===== src/rtl/imem_loader_pkg.sv =====
// Shared definitions for the instruction-memory program loader.
//   state_t        : loader frame-parsing states
//   MAGIC_DEFAULT  : default frame start byte
//   ADDR_BYTES     : number of big-endian base-address bytes in a frame
//   COUNT_BYTES    : number of big-endian word-count bytes in a frame
//   in_frame()     : true while the loader is inside a frame (timeout armed)
package imem_loader_pkg;

  typedef enum logic [2:0] {
    IDLE,
    ADDR,
    COUNT,
    DATA_HI,
    DATA_LO,
    CHECK,
    DONE,
    ERR
  } state_t;

  localparam logic [7:0] MAGIC_DEFAULT = 8'hA5;
  localparam int         ADDR_BYTES    = 4;
  localparam int         COUNT_BYTES   = 2;

  function automatic logic in_frame(input state_t s);
    return (s == ADDR) || (s == COUNT) || (s == DATA_HI) ||
           (s == DATA_LO) || (s == CHECK);
  endfunction

endpackage


===== src/rtl/imem_loader_timeout.sv =====
// Inter-byte idle watchdog for the program loader.
//   clk     : system clock
//   reset   : synchronous active-high reset
//   clear   : restart the idle count (a byte was accepted)
//   enable  : count idle cycles; the count is held at zero when low
//   expired : high in the cycle that completes TIMEOUT idle cycles
module loader_timeout_counter #(
  parameter int TIMEOUT = 1_000_000
) (
  input  logic clk,
  input  logic reset,
  input  logic clear,
  input  logic enable,
  output logic expired
);

  localparam int CW = $clog2(TIMEOUT + 1);

  logic [CW-1:0] count;

  always_ff @(posedge clk) begin
    if (reset || clear || !enable) begin
      count <= '0;
    end else begin
      count <= count + 1'b1;
    end
  end

  // count holds the number of idle edges already seen, so the edge that
  // would make it TIMEOUT is the one that aborts the frame.
  assign expired = enable && !clear && (count == CW'(TIMEOUT - 1));

endmodule


===== src/rtl/imem_loader.sv =====
// Byte-stream program loader driving the fetch stage's instruction-memory
// write port. A frame is MAGIC, 4 address bytes, 2 count bytes, 2N data
// bytes (high byte first) and an XOR checksum of the data bytes, all
// big-endian. The core is held in reset until a frame checks out.
//   clk             : system clock
//   reset           : synchronous active-high reset
//   in_data/in_valid: input byte stream
//   in_ready        : always 1, the loader never back-pressures
//   write_enable_fm : one-cycle write strobe, one cycle after the low byte
//   write_addr_fm   : word address of the write
//   write_data_fm   : instruction word of the write
//   cpu_hold        : core reset request, released only after a good frame
//   load_done       : sticky, last frame loaded with a good checksum
//   load_error      : sticky, last frame failed (checksum or timeout)
module imem_loader
  import imem_loader_pkg::*;
#(
  parameter int         ADDR_W  = 32,
  parameter int         DATA_W  = 16,
  parameter logic [7:0] MAGIC   = MAGIC_DEFAULT,
  parameter int         TIMEOUT = 1_000_000
) (
  input  logic              clk,
  input  logic              reset,
  input  logic [7:0]        in_data,
  input  logic              in_valid,
  output logic              in_ready,
  output logic              write_enable_fm,
  output logic [ADDR_W-1:0] write_addr_fm,
  output logic [DATA_W-1:0] write_data_fm,
  output logic              cpu_hold,
  output logic              load_done,
  output logic              load_error
);

  state_t            state;
  state_t            state_n;
  logic              accept;
  logic              tmo_expired;
  logic              we_q;
  logic [1:0]        field_cnt;
  logic [ADDR_W-1:0] addr_q;
  logic [15:0]       count_q;
  logic [7:0]        hi_q;
  logic [7:0]        xor_q;
  logic              field_last_addr;
  logic              field_last_count;

  assign in_ready = 1'b1;
  assign accept   = in_valid;

  assign field_last_addr  = (field_cnt == 2'(ADDR_BYTES - 1));
  assign field_last_count = (field_cnt == 2'(COUNT_BYTES - 1));

  // A registered strobe would otherwise still leave the block during the
  // cycle reset is raised; masking it keeps an aborted word out of memory.
  assign write_enable_fm = we_q & ~reset;

  loader_timeout_counter #(
    .TIMEOUT (TIMEOUT)
  ) u_timeout (
    .clk     (clk),
    .reset   (reset),
    .clear   (accept),
    .enable  (in_frame(state)),
    .expired (tmo_expired)
  );

  always_ff @(posedge clk) begin
    if (reset) begin
      state <= IDLE;
    end else begin
      state <= state_n;
    end
  end

  always_comb begin
    state_n = state;
    if (tmo_expired) begin
      state_n = ERR;
    end else if (accept) begin
      case (state)
        IDLE, DONE, ERR: if (in_data == MAGIC) state_n = ADDR;
        ADDR:            if (field_last_addr) state_n = COUNT;
        COUNT: begin
          if (field_last_count) begin
            state_n = ({count_q[7:0], in_data} != 16'd0) ? DATA_HI : CHECK;
          end
        end
        DATA_HI:         state_n = DATA_LO;
        // count_q still holds the words left including this one.
        DATA_LO:         state_n = (count_q != 16'd1) ? DATA_HI : CHECK;
        CHECK:           state_n = (in_data == xor_q) ? DONE : ERR;
        default:         state_n = IDLE;
      endcase
    end
  end

  // Control and output registers.
  always_ff @(posedge clk) begin
    if (reset) begin
      we_q          <= 1'b0;
      write_addr_fm <= '0;
      write_data_fm <= '0;
      cpu_hold      <= 1'b1;
      load_done     <= 1'b0;
      load_error    <= 1'b0;
      field_cnt     <= '0;
    end else begin
      we_q <= 1'b0;
      if (tmo_expired) begin
        load_error <= 1'b1;
      end else if (accept) begin
        case (state)
          IDLE, DONE, ERR: begin
            if (in_data == MAGIC) begin
              load_done  <= 1'b0;
              load_error <= 1'b0;
              cpu_hold   <= 1'b1;
              field_cnt  <= '0;
            end
          end
          ADDR:  field_cnt <= field_last_addr  ? 2'd0 : field_cnt + 2'd1;
          COUNT: field_cnt <= field_last_count ? 2'd0 : field_cnt + 2'd1;
          DATA_LO: begin
            write_data_fm <= DATA_W'({hi_q, in_data});
            write_addr_fm <= addr_q;
            we_q          <= 1'b1;
          end
          CHECK: begin
            if (in_data == xor_q) begin
              load_done <= 1'b1;
              cpu_hold  <= 1'b0;
            end else begin
              load_error <= 1'b1;
            end
          end
          default: ;
        endcase
      end
    end
  end

  // Frame datapath registers; every one is loaded before it is used.
  always_ff @(posedge clk) begin
    if (accept) begin
      case (state)
        IDLE, DONE, ERR: if (in_data == MAGIC) xor_q <= 8'h00;
        ADDR:    addr_q  <= {addr_q[ADDR_W-9:0], in_data};
        COUNT:   count_q <= {count_q[7:0], in_data};
        DATA_HI: begin
          hi_q  <= in_data;
          xor_q <= xor_q ^ in_data;
        end
        DATA_LO: begin
          xor_q   <= xor_q ^ in_data;
          addr_q  <= addr_q + ADDR_W'(1);
          count_q <= count_q - 16'd1;
        end
        default: ;
      endcase
    end
  end

endmodule


===== config.mk =====
export PLATFORM = sky130hd
export DESIGN_NAME = imem_loader
export DESIGN_NICKNAME = d
export VERILOG_FILES = /design/src/rtl/imem_loader_pkg.sv /design/src/rtl/imem_loader_timeout.sv /design/src/rtl/imem_loader.sv
export SDC_FILE = /design/constraint.sdc
export NUM_CORES = 1
export LEC_CHECK = 0
export BUFFER_PORTS_ARGS = -buffer_cell sky130_fd_sc_hd__buf_2
export CORE_MARGIN = 4
export CORE_UTILIZATION = 59
export DETAILED_ROUTE_END_ITERATION = 10
export PLACE_DENSITY = 0.75
export SYNTH_ARGS = -nofsm -noshare
export SYNTH_HDL_FRONTEND = slang
export SYNTH_SLANG_ARGS = --single-unit

===== constraint.sdc =====
create_clock -name clk -period 3.05 [get_ports clk]
set_input_delay 0.305 -clock clk [delete_from_list [all_inputs] [get_ports clk]]
set_output_delay 0.305 -clock clk [all_outputs]
set_load 0.005 [all_outputs]

# Word-level counts from Yosys, hierarchy flattened

Index checks and enable logic that the tools add are counted.

Reductions and logical operators: 31
Equality and inequality tests: 19
Bitwise operators: 5
Multiplexer cells: 28
Add/subtract/negate cells: 4

Operator list:

| cell                    | count |
|---|---|
| $pmux W32 S2            | 1 |
| $add A32 B1 Y32 const B | 1 |
| $pmux W16 S2            | 1 |
| $mux W3                 | 7 |
| $add A20 B1 Y20 const B | 1 |
| $eq A20 B20 Y1 const B  | 1 |
| $pmux W3 S6             | 1 |
| $ne A16 B1 Y1 const B   | 1 |
| $pmux W8 S2             | 1 |
| $reduce_bool A16 Y1     | 1 |
| $sub A16 B1 Y16 const B | 1 |
| $eq A3 B3 Y1 const B    | 4 |
| $ne A3 B3 Y1 const B    | 4 |
| $reduce_and A4 Y1       | 3 |
| $reduce_bool A2 Y1      | 5 |
| $mux W1                 | 9 |
| $eq A8 B8 Y1            | 1 |
| $eq A8 B8 Y1 const B    | 1 |
| $mux W8                 | 1 |
| $xor A8 B8 Y8           | 1 |
| $eq A3 B2 Y1 const B    | 2 |
| $logic_or A1 B1 Y1      | 6 |
| $mux W2                 | 3 |
| $pmux W1 S2             | 3 |
| other kinds (18)        | 27 |

Register bits after elaboration: 141
Bits of input ports: 11
Output and inout bits: 53
Word-level logic and storage cells: 100

# Depth between registers and ports, before layout

Word-level depth: 9
Gate-level depth with buffers: 8
Gate-level depth less buffers: 7

# By module

From an unflattened synthesis, not the netlist that was laid out.

Cells, all modules: 726
Area total of the unflattened synthesis: 6685.2 um2

Modules (own cells, without submodules):

| module                 | seq. area each (um2) | times used | area an instance (um2) | cells each |
|---|---|---|---|---|
| imem_loader            | 3062.9               | 1          | 5755.5                 | 617 |
| loader_timeout_counter | 400.4                | 1          | 929.6                  | 109 |

# Worst setup path before layout

Ideal clock, no wire load.

Path type: reg-to-reg
Start point: register state[2]
End point: register addr_q[0], enable pin
Arrival: 2367 ps
Data required time: 2629 ps
Setup time: 421 ps
Stages on the path, launching flop included: 5
Slack: 262 ps
Cells stage by stage: dfxtp_1 > clkbuf_1 > clkbuf_1 > xnor2_1 > nor2_1

Cells in the longest elaborated chain, start to end: 3
Elaborated cells between the ends (all ways): 4
Those cells by class: 2 x eq/ne; 2 x reduce/logical

Ends and longest elaborated chain:

| element                                             | line               | text |
|---|---|---|
| start, declared                                     | imem_loader.sv:36  | `state_t state;` |
| start signal, assigned                              | imem_loader.sv:73  | `state <= state_n;` |
| $eq A3 B1 Y1 / $eq A3 B3 Y1 (equally long branches) | imem_loader.sv:147 | `case (state)` |
| $reduce_bool A2 Y1 (no source line) *               | --                 |  |
| $reduce_and A2 Y1 (no source line) *                | --                 |  |
| end signal, assigned                                | imem_loader.sv:149 | `ADDR: addr_q <= {addr_q[ADDR_W-9:0], in_data};` |
| end signal, assigned                                | imem_loader.sv:157 | `addr_q <= addr_q + ADDR_W'(1);` |
| end, declared                                       | imem_loader.sv:42  | `logic [ADDR_W-1:0] addr_q;` |

Every way passes the cells marked *; elsewhere a longest branch is shown, timed or not.
A chain may end at the register's enable or synchronous reset.

# Final worst setup path

Start point: register count_q[4]
End point: register count_q[12], data pin

Cells in the longest elaborated chain, start to end: 2

Ends and longest elaborated chain:

| element                | line               | text |
|---|---|---|
| start, declared        | imem_loader.sv:43  | `logic [15:0] count_q;` |
| start signal, assigned | imem_loader.sv:150 | `COUNT: count_q <= {count_q[7:0], in_data};` |
| start signal, assigned | imem_loader.sv:158 | `count_q <= count_q - 16'd1;` |
| $sub A16 B1 Y16        | imem_loader.sv:158 |  |
| $pmux W16 S2 *         | imem_loader.sv:147 |  |

Marks and branches as above.

==> summary.md <==
| Metric | Value |
|---|---|
| Post-synth top area cell | edfxtp_1 |
| Width of the die | ~110 um |
| Vias per cell | between 5 and 6 |
| Initial Utilization | 0.608 |
| Global-route wire length before repair | 26,300 um |
| Cell Chain, Critical Path | or4_4, or3_4, or4_4, xor2_1, o21ai_2 |
| Die ar. | 13,000 um^2 |
| Wire per inst | 17.2 um |
| Iteration-0 DRC Markers | approximately 520 |
| EDFF count, synth | 64 |
| R2R cell count | 5 |
| Pin count of the biggest net entering global routing | 50 |
| Row count | 38 |
| Skew-Pair Late Insertion Delay | between 0.4 and 0.5 ns |
| CP Depth | 5 |
| CP bufs+invs | 0 |
| Library cells used by synthesis | 58 |
| Root buf cell | clkbuf_16 |
| Min-Delay Path Class | in2reg |
| Max clock buf depth | 2 |
| Most numerous cell on the critical path | or4_4 |
| Vias in the first global route | 5,454 |
| Port buffer count | 62 |
| Core footprint | 10,900 um^2 |
| Footprint of the multi-input gates | 2990 um^2 |
| Setup crit start kind | flop |
| Crit-path max cell delay | 0.59 ns |
| Leakage | between 2 and 3 nW |
| Initial antenna violation count | 0 |
| Pre-CTS setup slack | 0.699 ns |
| Clock Pin Slew Worst Setup and Hold Paths | 0.06 ns |
| Io pins | 64 |
| Final min period | approximately 2.4 ns |
| DP HPWL | approximately 11,000 um |
| First-pass DRT Iterations | 5 |
| H-tree depth | 4 |
| Worst setup slack after layout | 0.691 ns |
| Post-Syn Area per Cell | 9.08 um^2 |
| Top post-synthesis cells by area | edfxtp_1 (29%), dfxtp_1 (23%), nand2_1 (8.8%), xnor2_1 (5.5%), a21oi_1 (5.5%) |
| Setup TNS | 0 ns |
| CTS Hold Bufs | 0 |
| DRC errors left | 0 |
| WL final | 16,200 um |
| Clock skew | ~0.0097 ns |
| Setup Fix Bufs, Post-CTS | 0 |
| Post-cts gate resize count | 0 |
| Cts bufs inserted | 17 |
| Crit end category | flop |
| Slowest stage cell, crit path | or4_4 |
| Critical Path Fanout Max | 5 |
| PwrDens | 558 nW/um^2 |
| Max_slew headroom | 0.497 |
| Largest delay share family, worst path | simple AND/OR/NAND/NOR gates |
| Clk sink count | around 140 |
| Chip height | 114 um |
| Maximum VDD drop | 0.361 mV |
| Share of cells above drive strength 1 | 0.139 |
| Data required, critical path | 3.23 ns |
| Post-route ant nets | 0 |
| Measured slew at the worst slew-check pin | 0.752 ns |
| Yosys reg bits | 141 |
| Layout Nets | 805 |
| Gr usage total | 0.254 |
| Diode count | 0 |
| Final Wtd Congestion | a little over 0.9 |
| WP data arrival | approximately 2.5 ns |
| Net count after synthesis | 752 |
| Fillers | 875 |
| Slew Viols, Final | 0 |
| Grt total ovfl | 0 |
| Via count | 5,597 |
| Async S/R FF share, synth | 0 |
| Register Area | roughly 3500 um^2 |
| Synth-to-layout area growth | 15.3% |
| Final hold vios | 0 |
| Mapped cell area | 6650 um^2 |
| Status | complete, no violations |
| Final Cell Area | 7670 um^2 |
| Post-synth top area share | 0.289 |
| Hold path depth | 1 |
| DP Area | 7080 um^2 |
| Ys flop type | dfxtp_1 |
| Final setup violation count | 0 |
| Unrepaired setup endpoints after global routing | no |
| Setup CP Type | reg2reg |
| Max-cap viol count | 0 |
| Ys Warns | 0 |
| Post-synthesis sequential area ratio | 0.521 |
| Design Power | approximately 4.3 mW |
| Period utilization | 0.773 |
| Cell count after synthesis | 733 |
| CTS tree | yes |
| Fmax | approximately 420 MHz |
## power by group
part,internal [mW],switching (mW)
Combinational,0.0679,0.124
Clock,1.28,0.759
Sequential,2.01,0.0435
Total,3.35,0.927
## Yosys cell counts, drive strengths merged, types with 10 or more instances
master and number:
nand2 156, dfxtp 77, a21oi 73, edfxtp 64
nor2 56, xnor2 42, o21ai 37, clkbuf 34
nand3 24, xor2 21, nor3 16, inv 15
nor4 14, nand4 12, and3 10
## through the flow
stage,hold slack [ns],utilization,instances
after detailed placement,0.434,0.647,907
after CTS,0.148,0.701,939
after global placement,0.422,0.647,907
after global routing,0.152,0.701,939
final,0.162,0.701,939
after floorplan,0.404,-,733
## final cells by class
| cell class | count | area share |
|---|---|---|
| Tap cell | 140 | 0.0228 |
| Timing Repair Buffer | 73 | 0.0512 |
| Inverter | 15 | 0.00734 |
| Clock buffer | 28 | 0.0745 |
| Clock inverter | 4 | 0.00277 |
| Sequential cell | 141 | 0.451 |
| Multi-Input combinational cell | 538 | 0.390 |
## worst register-to-register path: cells and delay by family (launching register included)
family,cells,cell delay [ns]
compound gates,1,0.06
simple gates,3,1.45
xor+xnor,1,0.18
flops,1,0.44
## state kept, by name (all words and copies together), names as in the netlist
name and flops:
load_error 1, load_done 1, xor_q 8, write_addr_fm 32
write_data_fm 16, addr_q 32, count_q 16, state 3
field_cnt 2, hi_q 8, u_timeout.count 20, we_q 1
cpu_hold 1
## routing by layer
layer	up-vias	track usage	wire length, um
met5	-	0	0
met4	0	0.105	361
met3	30	0.0555	902
met2	211	0.435	8150
met1	2680	0.310	6730
li1	2676	-	-
## logic make-up after synthesis
family                   after synthesis  synth area share
AND/OR/NAND/NOR                      325             0.228
flip-flops                           141             0.521
AO/OA/AOI/OAI                        139             0.119
XOR/XNOR                              63            0.0829
buffers and inverters                 54            0.0310
adder cells (fa/ha/maj)                8            0.0150
multiplexers                           2           0.00301
other                                  1          0.000564
## layout by cell type (no fill, tap or decap), drive strengths merged, types with 3 or more instances in the layout
cell / count
inv: 16
o21ai: 37
clkbuf: 28
nand2b: 5
dfxtp: 77
and3: 10
nand3: 24
edfxtp: 64
nand4: 12
o41ai: 3
nor2: 56
and2: 5
ha: 8
and4: 9
nand2: 156
buf: 73
xnor2: 42
a21oi: 73
nor4: 14
a31oi: 4
clkinv: 3
or4: 3
or3: 5
nor3: 16
xor2: 21
## path summary, 6_finish.rpt
kind / slack [ns] / start / to
worst min-delay path: 0.16 / in_data[1] / hi_q[1]$_DFFE_PP_
worst min register to register: 0.44 / u_timeout.count[0]$_SDFF_PP0_ / u_timeout.count[0]$_SDFF_PP0_
worst max-delay path: 0.69 / count_q[4]$_DFFE_PP_ / count_q[12]$_DFFE_PP_
worst max register to register: 0.69 / count_q[4]$_DFFE_PP_ / count_q[12]$_DFFE_PP_
(Power assumes the default switching activity.)
